===== src/rtl/adder_sched.sv =====
// adder_sched -- sequencing and arbitration front-end for the 16-bit adiabatic adder.
//
// Two requesters share one adder. An accepted operation waits for the next
// Bennett cycle boundary (rising edge of instFlag). Its operands are then held
// stable for one full Bennett period. The adder result is captured on the
// following boundary and returned through a valid/ready response port. If no
// boundary arrives within 2^TO_W-1 clocks, the operation ends with resp_err set.
//
// Ports
//   clk                      system clock, shared with bennett_clock
//   reset                    asynchronous active-low reset (released synchronously)
//   instFlag                 Bennett cycle-boundary flag, same clock domain
//   reqN_valid / reqN_ready  request handshake, N = 0,1 (ready is combinational)
//   reqN_a, reqN_b, reqN_cin request operands
//   add_a, add_b, add_cin    operands driven to the adder (change only on accept)
//   add_out, add_cout        adder sum and carry-out
//   resp_valid / resp_ready  response handshake
//   resp_sum, resp_cout      captured result
//   resp_id                  index of the served requester
//   resp_err                 1 = timed out; sum and cout are 0
module adder_sched #(
    parameter int WIDTH = 16,
    parameter int TO_W  = 8
) (
    input  logic             clk,
    input  logic             reset,
    input  logic             instFlag,
    input  logic             req0_valid,
    output logic             req0_ready,
    input  logic [WIDTH-1:0] req0_a,
    input  logic [WIDTH-1:0] req0_b,
    input  logic             req0_cin,
    input  logic             req1_valid,
    output logic             req1_ready,
    input  logic [WIDTH-1:0] req1_a,
    input  logic [WIDTH-1:0] req1_b,
    input  logic             req1_cin,
    output logic [WIDTH-1:0] add_a,
    output logic [WIDTH-1:0] add_b,
    output logic             add_cin,
    input  logic [WIDTH-1:0] add_out,
    input  logic             add_cout,
    output logic             resp_valid,
    input  logic             resp_ready,
    output logic [WIDTH-1:0] resp_sum,
    output logic             resp_cout,
    output logic             resp_id,
    output logic             resp_err
);

    typedef enum logic [1:0] {
        ST_IDLE  = 2'd0,
        ST_ALIGN = 2'd1,
        ST_EVAL  = 2'd2,
        ST_RESP  = 2'd3
    } state_t;

    localparam logic [TO_W-1:0]  CNT_ZERO  = {TO_W{1'b0}};
    localparam logic [TO_W-1:0]  CNT_ONE   = {{(TO_W-1){1'b0}}, 1'b1};
    // The count that, once incremented, would reach 2^TO_W-1: timeout fires here.
    localparam logic [TO_W-1:0]  CNT_LAST  = {{(TO_W-1){1'b1}}, 1'b0};
    localparam logic [WIDTH-1:0] DATA_ZERO = {WIDTH{1'b0}};

    logic [1:0]       rst_sync_r;
    logic             rst_n_s;
    state_t           state_r, state_nxt_s;
    logic             flag_q_r;
    logic [TO_W-1:0]  cnt_r, cnt_nxt_s;
    logic             last_r, last_nxt_s;
    logic             id_r, id_nxt_s;
    logic [WIDTH-1:0] add_a_r, add_a_nxt_s;
    logic [WIDTH-1:0] add_b_r, add_b_nxt_s;
    logic             add_cin_r, add_cin_nxt_s;
    logic             resp_valid_r, resp_valid_nxt_s;
    logic [WIDTH-1:0] resp_sum_r, resp_sum_nxt_s;
    logic             resp_cout_r, resp_cout_nxt_s;
    logic             resp_id_r, resp_id_nxt_s;
    logic             resp_err_r, resp_err_nxt_s;
    logic             rise_s;
    logic             idle_s;

    // Reset synchronizer: assertion is immediate, release follows clk by two edges.
    always_ff @(posedge clk or negedge reset) begin
        if (!reset) begin
            rst_sync_r <= 2'b00;
        end else begin
            rst_sync_r <= {rst_sync_r[0], 1'b1};
        end
    end

    assign rst_n_s = rst_sync_r[1];

    // A boundary is the first clk in which instFlag is seen high.
    assign rise_s = instFlag & ~flag_q_r;

    // Ready only in IDLE and out of reset; on a tie the requester not served last wins.
    assign idle_s     = rst_n_s & (state_r == ST_IDLE);
    assign req0_ready = idle_s & req0_valid & (~req1_valid | last_r);
    assign req1_ready = idle_s & req1_valid & (~req0_valid | ~last_r);

    // FSM state register plus all datapath registers loaded from the next-state logic.
    always_ff @(posedge clk or negedge rst_n_s) begin
        if (!rst_n_s) begin
            state_r      <= ST_IDLE;
            flag_q_r     <= 1'b0;
            cnt_r        <= CNT_ZERO;
            last_r       <= 1'b1;
            id_r         <= 1'b0;
            add_a_r      <= DATA_ZERO;
            add_b_r      <= DATA_ZERO;
            add_cin_r    <= 1'b0;
            resp_valid_r <= 1'b0;
            resp_sum_r   <= DATA_ZERO;
            resp_cout_r  <= 1'b0;
            resp_id_r    <= 1'b0;
            resp_err_r   <= 1'b0;
        end else begin
            state_r      <= state_nxt_s;
            flag_q_r     <= instFlag;
            cnt_r        <= cnt_nxt_s;
            last_r       <= last_nxt_s;
            id_r         <= id_nxt_s;
            add_a_r      <= add_a_nxt_s;
            add_b_r      <= add_b_nxt_s;
            add_cin_r    <= add_cin_nxt_s;
            resp_valid_r <= resp_valid_nxt_s;
            resp_sum_r   <= resp_sum_nxt_s;
            resp_cout_r  <= resp_cout_nxt_s;
            resp_id_r    <= resp_id_nxt_s;
            resp_err_r   <= resp_err_nxt_s;
        end
    end

    // Next-state and datapath logic; every register holds unless a state explicitly loads it.
    always_comb begin
        state_nxt_s      = state_r;
        cnt_nxt_s        = cnt_r;
        last_nxt_s       = last_r;
        id_nxt_s         = id_r;
        add_a_nxt_s      = add_a_r;
        add_b_nxt_s      = add_b_r;
        add_cin_nxt_s    = add_cin_r;
        resp_valid_nxt_s = resp_valid_r;
        resp_sum_nxt_s   = resp_sum_r;
        resp_cout_nxt_s  = resp_cout_r;
        resp_id_nxt_s    = resp_id_r;
        resp_err_nxt_s   = resp_err_r;
        case (state_r)
            ST_IDLE: begin
                if (req1_ready) begin
                    add_a_nxt_s   = req1_a;
                    add_b_nxt_s   = req1_b;
                    add_cin_nxt_s = req1_cin;
                    id_nxt_s      = 1'b1;
                    cnt_nxt_s     = CNT_ZERO;
                    state_nxt_s   = ST_ALIGN;
                end else if (req0_ready) begin
                    add_a_nxt_s   = req0_a;
                    add_b_nxt_s   = req0_b;
                    add_cin_nxt_s = req0_cin;
                    id_nxt_s      = 1'b0;
                    cnt_nxt_s     = CNT_ZERO;
                    state_nxt_s   = ST_ALIGN;
                end else begin
                    state_nxt_s = ST_IDLE;
                end
            end
            ST_ALIGN: begin
                if (rise_s) begin
                    // Operands have been stable since accept; the adder now gets a full period.
                    cnt_nxt_s   = CNT_ZERO;
                    state_nxt_s = ST_EVAL;
                end else if (cnt_r == CNT_LAST) begin
                    resp_valid_nxt_s = 1'b1;
                    resp_sum_nxt_s   = DATA_ZERO;
                    resp_cout_nxt_s  = 1'b0;
                    resp_err_nxt_s   = 1'b1;
                    resp_id_nxt_s    = id_r;
                    last_nxt_s       = id_r;
                    state_nxt_s      = ST_RESP;
                end else begin
                    cnt_nxt_s = cnt_r + CNT_ONE;
                end
            end
            ST_EVAL: begin
                if (rise_s) begin
                    resp_valid_nxt_s = 1'b1;
                    resp_sum_nxt_s   = add_out;
                    resp_cout_nxt_s  = add_cout;
                    resp_err_nxt_s   = 1'b0;
                    resp_id_nxt_s    = id_r;
                    last_nxt_s       = id_r;
                    state_nxt_s      = ST_RESP;
                end else if (cnt_r == CNT_LAST) begin
                    resp_valid_nxt_s = 1'b1;
                    resp_sum_nxt_s   = DATA_ZERO;
                    resp_cout_nxt_s  = 1'b0;
                    resp_err_nxt_s   = 1'b1;
                    resp_id_nxt_s    = id_r;
                    last_nxt_s       = id_r;
                    state_nxt_s      = ST_RESP;
                end else begin
                    cnt_nxt_s = cnt_r + CNT_ONE;
                end
            end
            ST_RESP: begin
                if (resp_ready) begin
                    resp_valid_nxt_s = 1'b0;
                    state_nxt_s      = ST_IDLE;
                end else begin
                    resp_valid_nxt_s = 1'b1;
                end
            end
            default: begin
                state_nxt_s = ST_IDLE;
            end
        endcase
    end

    assign add_a      = add_a_r;
    assign add_b      = add_b_r;
    assign add_cin    = add_cin_r;
    assign resp_valid = resp_valid_r;
    assign resp_sum   = resp_sum_r;
    assign resp_cout  = resp_cout_r;
    assign resp_id    = resp_id_r;
    assign resp_err   = resp_err_r;

endmodule

===== config.mk =====
export PLATFORM = sky130hd
export DESIGN_NAME = adder_sched
export DESIGN_NICKNAME = d
export VERILOG_FILES = /design/src/rtl/adder_sched.sv
export SDC_FILE = /design/constraint.sdc
export NUM_CORES = 1
export LEC_CHECK = 0
export ABC_AREA = 1
export CAP_MARGIN = 20
export CORE_ASPECT_RATIO = 1.5
export CORE_MARGIN = 2
export CORE_UTILIZATION = 40
export DETAILED_ROUTE_END_ITERATION = 12
export DONT_BUFFER_PORTS = 1
export MAX_ROUTING_LAYER = met4
export PLACE_DENSITY = 0.59
export SETUP_SLACK_MARGIN = 0.02
export SLEW_MARGIN = 15
export SYNTH_ARGS = -nofsm -noshare
export SYNTH_HDL_FRONTEND = slang
export SYNTH_SLANG_ARGS = --single-unit

===== constraint.sdc =====
create_clock -name clk -period 3.6 [get_ports clk]
set_clock_uncertainty 0.1 [all_clocks]
set_input_delay 0.36 -clock clk [delete_from_list [all_inputs] [get_ports clk]]
set_output_delay 0.36 -clock clk [all_outputs]
set_load 0.05 [all_outputs]

; ---- Word level (Yosys, flattened, before mapping)
; Index checks and enable logic that the tools add are counted.
[word_totals]
ff_bits = 68
input_bits = 89
elab_cells = 90
[classes]
n_addsub = 1
eq_ne = 8
muxes = 46
n_bitwise = 12
n_reduce_logical = 9
[ops]
columns = cell, count
row1 = $mux W16, 7
row2 = $mux W8, 5
row3 = $pmux W16 S2, 1
row4 = $pmux W8 S3, 1
row5 = $mux W1, 22
row6 = $add A8 B1 Y8 const B, 1
row7 = $eq A8 B8 Y1 const B, 1
row8 = $mux W2, 4
row9 = $pmux W1 S2, 4
row10 = $pmux W2 S4, 1
row11 = $and A1 B1 Y1, 6
row12 = $ne A2 B2 Y1 const B, 3
row13 = $reduce_and A2 Y1, 3
row14 = $reduce_bool A3 Y1, 2
row15 = $eq A2 B2 Y1 const B, 2
row16 = $not A1 Y1, 4
row17 = $reduce_bool A2 Y1, 2
row18 = $ne A3 B3 Y1 const B, 1
row19 = $pmux W1 S3, 1
row20 = $reduce_and A3 Y1, 1
row21 = $eq A2 B1 Y1 const B, 1
row22 = $logic_not A2 Y1, 1
row23 = $or A1 B1 Y1, 2

; ---- Logic depth before layout (Yosys ltp)
[logic_depth]
depth_word = 7
mapped_depth = 10
depth_no_buf = 10

; ---- Worst setup path after synthesis
; Ideal clock, no wire load.
[synth_timing]
kind = register to output
start = register rst_sync_r[1]
end = output port req1_ready
arrival_time_ps = 2503
slack_ps = 637
stages_incl_launch_ff = 4
path_cell_list = dfrtp_1 -> nand4_4 -> clkinv_2 -> buf_6
[synth_via]
elab_chain_cells = 3
[synth_rtl]
columns = item, line_no
row1 = start: declaration, 64  ; logic [1:0] rst_sync_r;
row2 = start signal: assignment, 87  ; rst_sync_r <= {rst_sync_r[0], 1'b1};
row3 = $and A1 B1 Y1, 97  ; assign idle_s = rst_n_s & (state_r == ST_IDLE);
row4 = $and A1 B1 Y1 (2 in a row), 99  ; assign req1_ready = idle_s & req1_valid & (~req0_valid | ~last_r);
row5 = end: declaration, 34  ; output logic req1_ready,
; No other way between the ends.

; ---- Worst setup path after layout
[layout_timing]
start = register state_r[1]
end = output port req1_ready
[layout_via]
elab_chain_cells = 4
[layout_rtl]
columns = item, line_no
row1 = start: declaration, 66  ; state_t state_r, state_nxt_s;
row2 = start signal: assignment, 118  ; state_r <= state_nxt_s;
row3 = $logic_not A2 Y1, 97
row4 = $and A1 B1 Y1, 97
row5 = $and A1 B1 Y1 (2 in a row), 99
; No other way between the ends.

==> results.md <==
- The post-cts gate resize count is 0.
- Clock latency on the worst-skew pair, taken at its later pin, is approximately 0.33 ns.
- The power share of the combinational group is 14.9%.
- The fraction of power spent switching nets is 52.53%.
- The detailed router's first-iteration violation count is 142.
- The largest net degree at the start of global routing is 39.
- The worst slew margin relative to its limit is between 30% and 40%.
- The depth of the worst register-to-register path is 6.
- The final wirelength is 7.798 mm.
- Counting every sink on the clock net gives 68.
- In this run, distinct cell masters in the synthesized netlist total 31.
- The proportion of power drawn by flip-flops and latches is a little over three fifths.
- The number of placement rows is 40.
- The count of endpoints failing hold in the final timing report came to 0.
- The root buffer cell chosen for the clock tree is sky130_fd_sc_hd__clkbuf_16.
- For this run, global-route usage on met1 was measured as 20.44%.
- The sum of overflow across all layers after global routing is 0.
- In this run the worst hold path is classified as in2reg.
- The number of standard cells in the final layout excluding fillers is 511.
- In this run the mean area of a mapped cell was slightly above 8 µm².
- The arrival time at the worst endpoint is 2.35 ns.
- The number of nets in the synthesized netlist is 499.
- The via count of the first global-routing pass is 2551.
- The worst setup path is captured at a primary output.
- The cell count after placement is 493.
- The overall via count from detail_route is 2664.
- The hold-critical path depth is 2.
- Summed over all nets, the switching power comes to about 1.9 mW.
- The number of levels the H-tree was split into is 3.
- The highest clock rate is between 0.3 and 0.4 GHz.
- Counting every instance in the synthesized netlist gives 401.
- The total count of max-transition violations in the final report is 0.
- After routing, the total negative slack on setup checks comes to 0 ns.
- In the final routed layout, each cell accounts on average for around 15 µm.
- Clock tree synthesis inserted a total of 9 buffers.
- The die outline width is just under 80 µm.
- Yosys mapped a number of flops with a built-in enable equal to 0.
- After the last flow step, the layout net total stands at approximately 500.
- The power density over the cells is 997.6 nW/µm².
- Of the synthesized area, sequential elements account for approximately 51%.
- For this run, global-route usage on met2 was measured as 30.52%.
- During placement, the flow inserted port buffers numbering 0.
- The HPWL after detailed placement is 5.617 mm.
- The die is 115.4 µm tall.
- The starting density of the core is 41.30%.
- The count of final setup violators is 0.
- The run finished with clean final reports.
- The layer flagged by global routing as most heavily used is met2.
- The proportion of layout cells with a drive suffix above 1 is 7.882%.
- Setup repair after global routing left no endpoint under its margin.
- STA classifies the critical path startpoint as a flop.
- The number of antenna diodes in the final layout is 0.
- The library cell with the largest summed area after synthesis is sky130_fd_sc_hd__dfrtp_1.
- The clock network burns between 20% and 30% of the power.
- The top cell type by area accounts for 50.70% of the synthesized area.
- VDD sags by at most between 0.4 and 0.5 mV.
- The DRC violations left is 0.
- The met3 track demand over resource in global routing is 4.396%.
- By instance count, the leading cell after synthesis is sky130_fd_sc_hd__nand2_1.
- By count the netlist is led by sky130_fd_sc_hd__nand2_1 (80), sky130_fd_sc_hd__nor2_1 (71), sky130_fd_sc_hd__dfrtp_1 (67).
- The maximum number of buffers from clock root to sink is 2.
- The number of hold buffers added after CTS was 2.
- Post-CTS timing repair inserted 0 buffers for setup.
- After clock tree synthesis, the clock-pin slew on the worst setup and hold paths is 0.06 ns.
- The completed layout was analyzed and its total power is 3.647 mW.
- Summed over all cells, the static leakage comes to 1.660 nW.
- The warning count from the yosys run is 0.
- The vias per cell is 5.213.
- For the finished layout, the period the worst path requires is 2.808 ns.
- The total global-route track usage is 18.27%.
- The final period utilization is 78.01%.
- After synthesis the cells add up to 3307 µm².
- Along the worst path, the maximum fanout reaches 35.
- The flip-flop and latch count after synthesis is 68.
- The slew at the pin closest to its max-slew limit is 0.9420 ns.
- The worst path required time is 3.14 ns.
- The worst setup path category is reg2out.
- Compared with the post-synthesis result, the final layout area differs by 10.56%.
- At the placement stage, the worst setup path has a slack of 1.075 ns.
- TritonCTS built the clock tree.
- The remaining number of nets flagged by the antenna check after routing is 0.
- Sorting the synthesized cells by area gives the leading types as sky130_fd_sc_hd__dfrtp_1 (51%), sky130_fd_sc_hd__nand2_1 (9.1%), sky130_fd_sc_hd__nor2_1 (8.1%).
- The global-route wire length before repair is 12.50 mm.
- The area of the core is 8008 µm².
- The die outline area is 9026 µm².
- For this run, the leading register cell type out of synthesis is sky130_fd_sc_hd__dfrtp_1.
- The number of max-cap violations is 0.
- The worst setup slack after layout is between 0.7 and 0.8 ns.
- The count of boundary I/O pins is 144.
- The number of optimization iterations in the first detailed-route pass is 5.
- The initial antenna violation count is 0.
- The cell internal power dissipation is 1.731 mW.
- Of all flip-flops after synthesis, the portion carrying an async set or reset was 100.0%.
- The global placement routability congestion is 0.8040.
- Across all hold checks on the routed design, the worst slack comes to 0.08094 ns.
power by group through the flow:
| stage | clock, mW | sequential, mW | combinational, mW |
|---|---|---|---|
| 6_report | 0.804 | 2.30 | 0.544 |
| 5_1_grt | 0.857 | 2.33 | 0.647 |
| 4_1_cts | 0.826 | 2.30 | 0.552 |
| 3_5_place_dp | 0 | 2.31 | 0.554 |
| 3_3_place_gp | 0 | 2.31 | 0.530 |
| 2_1_floorplan | 0 | 2.24 | 0.467 |
metal layers:
metal  routed length [µm]  share of wire, %  vias to the layer above
met4                  181               2.3                        0
met2                 4009                51                      102
li1                     -                 -                     1317
met1                 3130                40                     1231
met3                  477               6.1                       14
met5                    0                 0                        -
cells by family (layout without fill, tap and decap cells):
group                      count (synthesis)  after routing  share of synthesized area [%]
and+or+nand+nor                          172            172                          21.42
AOI/OAI and AO/OA                        114            114                          17.97
DFF                                       68             68                          51.49
buffers and inverters                     36             41                          5.334
adders and majority gates                  9              9                          3.405
other                                      1              1                         0.1134
xor gates and xnor gates                   1              1                         0.2649
final timing paths:
path / start / to / slack [ns]
hold / removal: add_out[5] / resp_sum[5] / 0.08
max in group asynchronous: rst_sync_r[1] / last_r / 2.19
hold reg to reg: rst_sync_r[1] / state_r[0] / 0.23
setup / recovery: state_r[1] / req1_ready / 0.79
min in group asynchronous: reset / rst_sync_r[0] / 0.16
setup reg to reg: state_r[1] / add_b[14] / 1.13
critical path, stage by stage, from the launching register on:
cell                       delay [ns]
sky130_fd_sc_hd__dfrtp_1         0.44
sky130_fd_sc_hd__inv_1           0.15
sky130_fd_sc_hd__ha_1            0.36
sky130_fd_sc_hd__nand4_4         0.43
sky130_fd_sc_hd__clkinv_2        0.63
cells in the final DEF, fill, tap and decap left out, drive strengths merged, types with 2 or more instances in the layout:
master and instances:
o21ai 88, nor3 2, buf 2, a21oi 22, dlygate4sd3 2, nor2 73, dfrtp 67, nand3 11
ha 9, clkbuf 10, clkinvlp 2, inv 20, nand2 83, clkinv 5
per-stage QoR:
stage                     utilization, %  instance area (µm²)
after detailed placement           41.94                 3358
after global routing               45.66                 3656
after global placement             41.94                 3358
final                              45.66                 3656
after CTS                          45.66                 3656
after floorplan                        -                 3307
cell type report:
| cell class | count | area (µm²) |
|---|---|---|
| fill | 802 | 4352 |
| multi-input combinational | 297 | 1428 |
| timing repair buffer | 4 | 35.03 |
| inverter | 21 | 80.08 |
| clock inverter | 6 | 38.79 |
| tap | 105 | 131.4 |
| clock buffer | 10 | 239.0 |
| sequential | 68 | 1704 |
registers in the layout, summed over array words and instances, names as in the netlist:
register / flops
add_a: 16
add_b: 16
resp_sum: 16
cnt_r: 8
rst_sync_r: 2
state_r: 2
add_cin: 1
flag_q_r: 1
id_r: 1
last_r: 1
resp_cout: 1
resp_err: 1
resp_id: 1
resp_valid: 1
Note: power is estimated with default switching activity, not from simulation.
